### src/rtl/sram_ctl.sv
// 32-bit bus to 16-bit asynchronous SRAM bridge: each word access is split into
// a low and a high half-word access separated by a one-cycle write-enable gap.
module sram_ctl #(
  parameter int ADDR_WIDTH  = 18,
  parameter int WAIT_STATES = 1
) (
  input  logic                  clk,
  input  logic                  reset,
  input  logic                  sval,
  output logic                  srdy,
  input  logic [31:0]           saddr,
  input  logic [31:0]           sdtw,
  output logic [31:0]           sdtr,
  input  logic                  srw,
  output logic [ADDR_WIDTH-1:0] sram_addr,
  input  logic [15:0]           sram_din,
  output logic [15:0]           sram_dout,
  output logic                  sram_doe,
  output logic                  sram_nce,
  output logic                  sram_noe,
  output logic                  sram_nwe
);

  localparam int         HW = ADDR_WIDTH - 1;
  localparam logic [3:0] WS = 4'(WAIT_STATES);

  typedef enum logic [2:0] {
    IDLE = 3'd0,
    ACC0 = 3'd1,
    GAP  = 3'd2,
    ACC1 = 3'd3,
    DONE = 3'd4
  } state_t;

  state_t          state_r, state_s;
  logic [3:0]      cnt_r, cnt_s;
  logic [HW-1:0]   addr_r, addr_s;
  logic [31:0]     data_r, data_s;
  logic            rw_r, rw_s;
  logic [31:0]     sdtr_s;
  logic            srdy_s, nce_s, noe_s, nwe_s, doe_s;
  logic [ADDR_WIDTH-1:0] sram_addr_s;
  logic [15:0]     dout_s;

  // Byte-lane bits and bits above the SRAM range are deliberately dropped.
  logic unused_bits;
  assign unused_bits = ^{saddr[31:ADDR_WIDTH+1], saddr[1:0]};

  // Next-state, request latch, wait counter and read-data capture.
  always_comb begin
    state_s = state_r;
    cnt_s   = cnt_r;
    addr_s  = addr_r;
    data_s  = data_r;
    rw_s    = rw_r;
    sdtr_s  = sdtr;
    case (state_r)
      IDLE: begin
        if (sval) begin
          addr_s  = saddr[ADDR_WIDTH:2];
          data_s  = sdtw;
          rw_s    = srw;
          cnt_s   = WS;
          state_s = ACC0;
        end else begin
          state_s = IDLE;
        end
      end
      ACC0: begin
        if (cnt_r == 4'd0) begin
          state_s = GAP;
          if (!rw_r) begin
            sdtr_s[15:0] = sram_din;
          end else begin
            sdtr_s = sdtr;
          end
        end else begin
          cnt_s = cnt_r - 4'd1;
        end
      end
      GAP: begin
        state_s = ACC1;
        cnt_s   = WS;
      end
      ACC1: begin
        if (cnt_r == 4'd0) begin
          state_s = DONE;
          if (!rw_r) begin
            sdtr_s[31:16] = sram_din;
          end else begin
            sdtr_s = sdtr;
          end
        end else begin
          cnt_s = cnt_r - 4'd1;
        end
      end
      DONE: begin
        state_s = IDLE;
      end
      default: begin
        state_s = IDLE;
        cnt_s   = 4'd0;
      end
    endcase
  end

  // Pin values are decoded from the upcoming state so they can be registered.
  always_comb begin
    srdy_s      = 1'b0;
    nce_s       = 1'b1;
    noe_s       = 1'b1;
    nwe_s       = 1'b1;
    doe_s       = 1'b0;
    sram_addr_s = sram_addr;
    dout_s      = sram_dout;
    case (state_s)
      ACC0: begin
        nce_s       = 1'b0;
        noe_s       = rw_s;
        nwe_s       = ~rw_s;
        doe_s       = rw_s;
        sram_addr_s = {addr_s, 1'b0};
        dout_s      = data_s[15:0];
      end
      GAP: begin
        nce_s       = 1'b0;
        noe_s       = rw_s;
        nwe_s       = 1'b1;
        doe_s       = rw_s;
        sram_addr_s = {addr_s, 1'b1};
        dout_s      = data_s[15:0];
      end
      ACC1: begin
        nce_s       = 1'b0;
        noe_s       = rw_s;
        nwe_s       = ~rw_s;
        doe_s       = rw_s;
        sram_addr_s = {addr_s, 1'b1};
        dout_s      = data_s[31:16];
      end
      DONE: begin
        srdy_s = 1'b1;
      end
      default: begin
        srdy_s = 1'b0;
      end
    endcase
  end

  // State and output registers.
  always_ff @(posedge clk) begin
    if (reset) begin
      state_r   <= IDLE;
      cnt_r     <= 4'd0;
      addr_r    <= '0;
      data_r    <= 32'd0;
      rw_r      <= 1'b0;
      sdtr      <= 32'd0;
      srdy      <= 1'b0;
      sram_nce  <= 1'b1;
      sram_noe  <= 1'b1;
      sram_nwe  <= 1'b1;
      sram_doe  <= 1'b0;
      sram_addr <= '0;
      sram_dout <= 16'd0;
    end else begin
      state_r   <= state_s;
      cnt_r     <= cnt_s;
      addr_r    <= addr_s;
      data_r    <= data_s;
      rw_r      <= rw_s;
      sdtr      <= sdtr_s;
      srdy      <= srdy_s;
      sram_nce  <= nce_s;
      sram_noe  <= noe_s;
      sram_nwe  <= nwe_s;
      sram_doe  <= doe_s;
      sram_addr <= sram_addr_s;
      sram_dout <= dout_s;
    end
  end

endmodule

### config.mk
export PLATFORM = sky130hd
export DESIGN_NAME = sram_ctl
export DESIGN_NICKNAME = d
export VERILOG_FILES = /design/src/rtl/sram_ctl.sv
export SDC_FILE = /design/constraint.sdc
export NUM_CORES = 1
export LEC_CHECK = 0
export ABC_CLOCK_PERIOD_IN_PS = 2400
export CAP_MARGIN = 20
export CORE_UTILIZATION = 28
export DETAILED_ROUTE_END_ITERATION = 7
export PLACE_DENSITY = 0.62
export SYNTH_ARGS = -nofsm -noshare
export SYNTH_HDL_FRONTEND = slang
export SYNTH_SLANG_ARGS = --single-unit
### constraint.sdc
create_clock -name clk -period 2.4 [get_ports clk]
set_input_delay 0.48 -clock clk [delete_from_list [all_inputs] [get_ports clk]]
set_output_delay 0.48 -clock clk [all_outputs]
set_load 0.01 [all_outputs]
==> impl_metrics.yaml <==
run_status:
  run_status: "complete, no violations"
clock_tree:
  htree_num_levels: 4
  numCtsBuffers: 17
  clk_latency_ns: 0.41
  cts_tree: "yes"
  clock-root-buffer: "clkbuf_16"
  cts_setup_buffers: 0
  cts_sinks: 128
  path_clk_slew_ns: 0.05
  hold_buffers: 0
  cts.path.max_buffers: 2
  cts_resized: 0
yosys:
  ys.flop_type: "dfxtp_1"
  ys_seq_area_frac: 0.547
  ys_top_cells_by_area: "dfxtp_1 (55%), mux2i_1 (14%), nor2_1 (5.9%)"
  synth_xor_area_frac: 0.00187
  synthTopCellsByCount: "dfxtp_1 (128), nor2_1 (74), mux2i_1 (66)"
  yosysMostFrequentCell: "dfxtp_1"
  synth_nets: 547
  synth.avg_cell_area_um2: 10.2
  synth_compound_area_frac: 0.103
  async_flop_share: 0
  netlist_instances: 461
  yosys.area.top_type: "dfxtp_1"
  synth_edf_count: 0
  synthAdderAreaFrac: 0.00534
  synth_area_um2: 4690
  ys_warn_count: 0
  synth_top_area_share: 0.547
  synth_top_family_by_area: "simple AND/OR/NAND/NOR gates"
  synth_cell_types: 37
  synth-seq-cells: 128
  synth-simple-area-share: 0.154
  synth_mux_area_frac: 0.141
worst_setup_path:
  path_buf_inv: 3
  crit_path_end_kind: "register"
  crit_required_ns: 2.69
  crit_path_start_kind: "primary input"
  cp_slowest_cell: "clkdlybuf4s50_1"
  cp_max_fo: 13
  criticalPathCategory: "in2reg"
  cp_top_family: "buffers and inverters"
  path_cells: "clkdlybuf4s50_1, nor4b_2, buf_4, buf_12, mux2i_1, nand2_1, a32o_1"
  cp.arrival_ns: 2.37
  max_stage_delay_ns: 0.50
die:
  start_util: 0.291
  dieArea_um2: 17300
  fp-row-count: 46
  core_area_um2: 16100
  dieWidth_um: 131
  die_height_um: 131
  boundaryPins: 155
sta:
  setup_viol: 0
  min_period_ns: 2.08
  rsz0062_at_grt: "no"
  tightest_slew_ns: 0.525
  period_share: 0.867
  fin_skew_ns: 0.0115
  clock.fmax_ghz: 0.481
  drv_slew: 0
  tns_ns: 0
  relSlewSlack: 0.650
  hold_viol_final: 0
grt:
  antenna_found_initial: 0
  grt_usage: 0.145
  grt_pass1_wl_mm: 19.7
  grt_pass1_vias: 3903
  grt_max_degree: 47
  grt_overflow: 0
flow_run:
  drv_cap: 0
place:
  gp_congestion: 0.789
  port-buffer-count: 139
  numPlacedInstances: 805
  hpwl_mm: 8.44
power:
  p_leak_nw: 2.77
  vdd_drop_max_mv: 0.699
  p_per_area_nw_per_um2: 1140
drt:
  drc_errors: 0
  via_count: 3835
  vias_per_cell: 4.59
  ant_nets: 0
  routed_wl_mm: 12.1
  dr.first_iter.drc_count: 133
  dr.pass1.iters: 5
  wl_per_cell_um: 14.5
cells_and_area:
  layout-drive-gt1-share: 0.0984
  n_antenna_cell: 0
  n_fill_cell: 1534
  area_growth_pct: 48.0
  finalNonFillerCells: 836
  postLayoutCoreUtil: 0.430
  final_nets: 694
hold_path:
  min_path_type: "in2reg"
per-layer routing:
layer  part of all wire  global-route usage  up-vias
met5                  0                   0        -
met4              0.012              0.0459        0
met3              0.072              0.0575        9
met2               0.48               0.246      105
met1               0.43               0.167     1828
li1                   -                   -     1893
registers in the layout, indices dropped and copies added (netlist names):
name	flops
rw_r	1
srdy	1
addr_r	17
sram_dout	16
state_r	3
sram_nce	1
sram_addr	18
sram_doe	1
sdtr	32
sram_nwe	1
sram_noe	1
data_r	32
cnt_r	4
cells in the final DEF, fill, tap and decap left out, types with 2 or more instances in the layout:
cell type,count
ha_1,2
clkbuf_16,17
clkbuf_1,2
buf_12,4
a32o_1,16
a21oi_1,20
o2bb2ai_1,17
mux2i_1,66
nor3_1,5
buf_4,21
o21ai_0,2
nand2_1,51
clkinvlp_4,4
bufinv_16,2
nor2_1,74
dfxtp_1,128
clkdlybuf4s50_1,138
inv_1,3
a21oi_4,2
or3_1,5
clkinv_2,6
nand3_1,16
nand2b_1,2
or3b_1,2
where the power goes:
part           total, mW  leakage, nW  switching [mW]  internal (mW)
sequential          2.82         1.05           0.230           2.58
clock               2.40        0.264           0.898           1.51
combinational       2.67         1.46            1.33           1.33
total               7.89         2.77            2.46           5.43
layout make-up:
type	instances	area, um^2	share of cell area
Timing Repair Buffer	163	1620	0.233
Clock inverter	12	120	0.0173
Tap cell	216	270	0.0390
Inverter	4	15.0	0.00217
Sequential cell	128	2560	0.370
Clock buffer	19	433	0.0624
Multi-Input combinational cell	294	1910	0.276
worst paths after layout:
| path | from | end | slack, ns | cells after the start |
|---|---|---|---|---|
| min reg2reg | sdtr[10] | sdtr[10] | 0.45 | 2 |
| max | sval | sram_dout[4] | 0.32 | 7 |
| max reg2reg | cnt_r[0] | sdtr[3] | 0.34 | 7 |
| min | reset | state_r[0] | 0.43 | 3 |
worst reg2reg max path: cells and delay by family (launching register included):
kind | cells | cell delay [ns]
DFF | 1 | 0.33
and+or+nand+nor | 3 | 1.07
AOI/OAI and AO/OA | 1 | 0.06
adders and majority gates | 1 | 0.16
buffers and inverters | 2 | 0.30
per-stage QoR:
stage	setup WS, ns	hold slack (ns)	total power [mW]	instance area (um^2)
finish	0.320	0.430	7.89	6930
global route	0.198	0.435	8.36	6930
CTS	0.311	0.415	7.99	6930
detailed placement	-0.0898	0.443	5.55	6380
global placement	-0.0238	0.440	5.47	6380
floorplan	0.428	0.456	4.40	4690
cell families after synthesis:
logic type / after synthesis
muxes: 66
DFF: 128
buffers and inverters: 39
and+or+nand+nor: 163
xor gates and xnor gates: 1
AOI/OAI and AO/OA: 62
adders and majority gates: 2
Power figures use the tool's default switching activity.
==> variant: new RTL, config.mk and constraints unchanged <==
`ADDR_WIDTH`: 18 -> 26.
--- a/src/rtl/sram_ctl.sv
+++ b/src/rtl/sram_ctl.sv
@@ -2,5 +2,5 @@
 // a low and a high half-word access separated by a one-cycle write-enable gap.
 module sram_ctl #(
-  parameter int ADDR_WIDTH  = 18,
+  parameter int ADDR_WIDTH  = 26,
   parameter int WAIT_STATES = 1
 ) (
Interface: changed (resized sram_addr); port bits go from 155 to 163. No check against the original RTL was run, so the function may have changed too.
==> variant against the unedited design <==
Count of clock-buffer cells in the layout up 1; sequential cell count up 16; wire length up 12%; design area up 9.2%; hold slack worse by 0.054 ns; the flow now finishes with violations (DRC); setup slack worse by 0.060 ns; clock power up 8%; first-iteration DRC count up 17%; area after synthesis up 11%; total power up 8.4%; via count up 12%.
==> variant: results (changes against the unedited design) <==
| Metric | Value |
|---|---|
| Vias post-DR | 4,283 (was 3,835) |
| Final nets | 762 (was 694) |
| Detailed Place HPWL | 9.16 mm (was 8.44 mm) |
| Post-synthesis compound-gate area fraction | 12.1% (was 10.3%) |
| Largest net degree at the start of global routing | 44 (was 47) |
| Vias in the first global route | 4,382 (was 3,903) |
| End of the worst hold path | sdtr[16]$_SDFFE_PP0P_ (was state_r[0]$_SDFF_PP0_) |
| Remaining DRCs | 26 (was 0) |
| Sw Share | 31.7% (was 31.2%) |
| Tightest Pin Transition | 0.614 ns (was 0.525 ns) |
| Status | finished, violations left (was completed) |
| Hold Path Cell Cnt | 2 (was 3) |
| Met2 Wirelength | 6.65 mm (was 5.88 mm) |
| WL final | 13.6 mm (was 12.1 mm) |
| Max incr delay on CP | 0.68 ns (was 0.50 ns) |
| Syn nets | 609 (was 547) |
| Layout cells sized above 1 | 8.42% (was 9.84%) |
| First-pass GRT wire length | 22.5 mm (was 19.7 mm) |
| Failing checks | DRC |
| Worst R2R Setup Slack | 0.26 ns (was 0.34 ns) |
| Worst EP arrival | 2.41 ns (was 2.37 ns) |
| Ranking of synthesized cells by area | dfxtp_1 56%, mux2i_1 11%, nand2_1 6.0%, nor2_1 4.8%, o2bb2ai_1 4.2% (was dfxtp_1 55%, mux2i_1 14%, nor2_1 5.9%, nand2_1 4.1%, a32o_1 3.4%) |
| Tot GR Track Use | 14.8% (was 14.5%) |
| Port bufs | 155 (was 139) |
| Post-synthesis mux area share | 11.2% (was 14.1%) |
| Most common library cells after synthesis | 144 x dfxtp_1, 83 x nand2_1, 66 x nor2_1 (was 128 x dfxtp_1, 74 x nor2_1, 66 x mux2i_1) |
| Worst VDD drop | 0.000594 V (was 0.000699 V) |
| Adder-cell share of the synthesized area | 0.482% (was 0.534%) |
| Seq/Total Area, Yosys | 55.6% (was 54.7%) |
| Lkg Pwr | 2.85 nW (was 2.77 nW) |
| 1st-iter DRT viols | 155 (was 133) |
[variant: how the worst max path moves through the flow]
| stage | from | to | slack [ns] | cells past startpoint |
|---|---|---|---|---|
| after global routing | cnt_r[1]$_SDFFE_PP0P_ | sdtr[29]$_SDFFE_PP0P_ | 0.11 | 6 |
| after global placement | sval | sram_addr[8]$_SDFFE_PP0P_ | 0.09 | 7 |
| after detailed placement | sval | sram_addr[21]$_SDFFE_PP0P_ | 0.05 | 7 |
| after CTS | cnt_r[0]$_SDFFE_PP0P_ | sdtr[30]$_SDFFE_PP0P_ | 0.25 | 6 |
| final | cnt_r[0]$_SDFFE_PP0P_ | sdtr[30]$_SDFFE_PP0P_ | 0.26 | 6 |
| after floorplan | cnt_r[0]$_SDFFE_PP0P_ | sdtr[10]$_SDFFE_PP0P_ | 0.43 | 9 |
[variant: layer usage]
metal | GRT usage (%) | up-vias
met4 | 4.20 | 0
li1 | - | 2111
met5 | 0 | -
met3 | 4.50 | 10
met1 | 18.0 | 2047
met2 | 25.3 | 115
[variant: cells by family (layout without fill, tap and decap cells)]
family | after synthesis | in the layout
buffers and inverters | 44 | 210
AND/OR/NAND/NOR | 188 | 188
adder cells (fa/ha/maj) | 2 | 2
XOR/XNOR | 1 | 1
flip-flops | 144 | 144
multiplexers | 58 | 58
AO/OA/AOI/OAI | 86 | 86
[variant: final cells by class]
| cell class | instances | share of cell area [%] |
|---|---|---|
| clock inverter | 12 | 1.78 |
| sequential | 144 | 38.1 |
| timing repair buffer | 174 | 22.7 |
| inverter | 4 | 0.198 |
| multi-input combinational | 335 | 27.6 |
| tap | 229 | 3.78 |
| clock buffer | 20 | 5.90 |
[variant: metrics by stage]
stage	cell area [um^2]	setup WS [ns]	std cells	power, mW
after global routing	7570	0.108	918	9.06
after global placement	6990	0.0923	886	5.97
after CTS	7570	0.250	918	8.67
after floorplan	5190	0.429	523	4.88
final	7570	0.260	918	8.55
after detailed placement	6990	0.0457	886	6.05
[variant: power groups by stage]
stage | combinational, mW | sequential [mW] | clock (mW)
global route | 3.07 | 3.23 | 2.76
global placement | 2.77 | 3.19 | 0
finish | 2.80 | 3.16 | 2.58
floorplan | 1.59 | 3.29 | 0
detailed placement | 2.84 | 3.21 | 0
CTS | 2.84 | 3.17 | 2.66
[variant: worst register-to-register path, cell delays in order, from the launching register on]
cell	delay (ns)
dfxtp_1	0.32
inv_1	0.09
ha_1	0.17
or3b_1	0.51
or3_1	0.68
nand2_1	0.17
a21oi_1	0.07
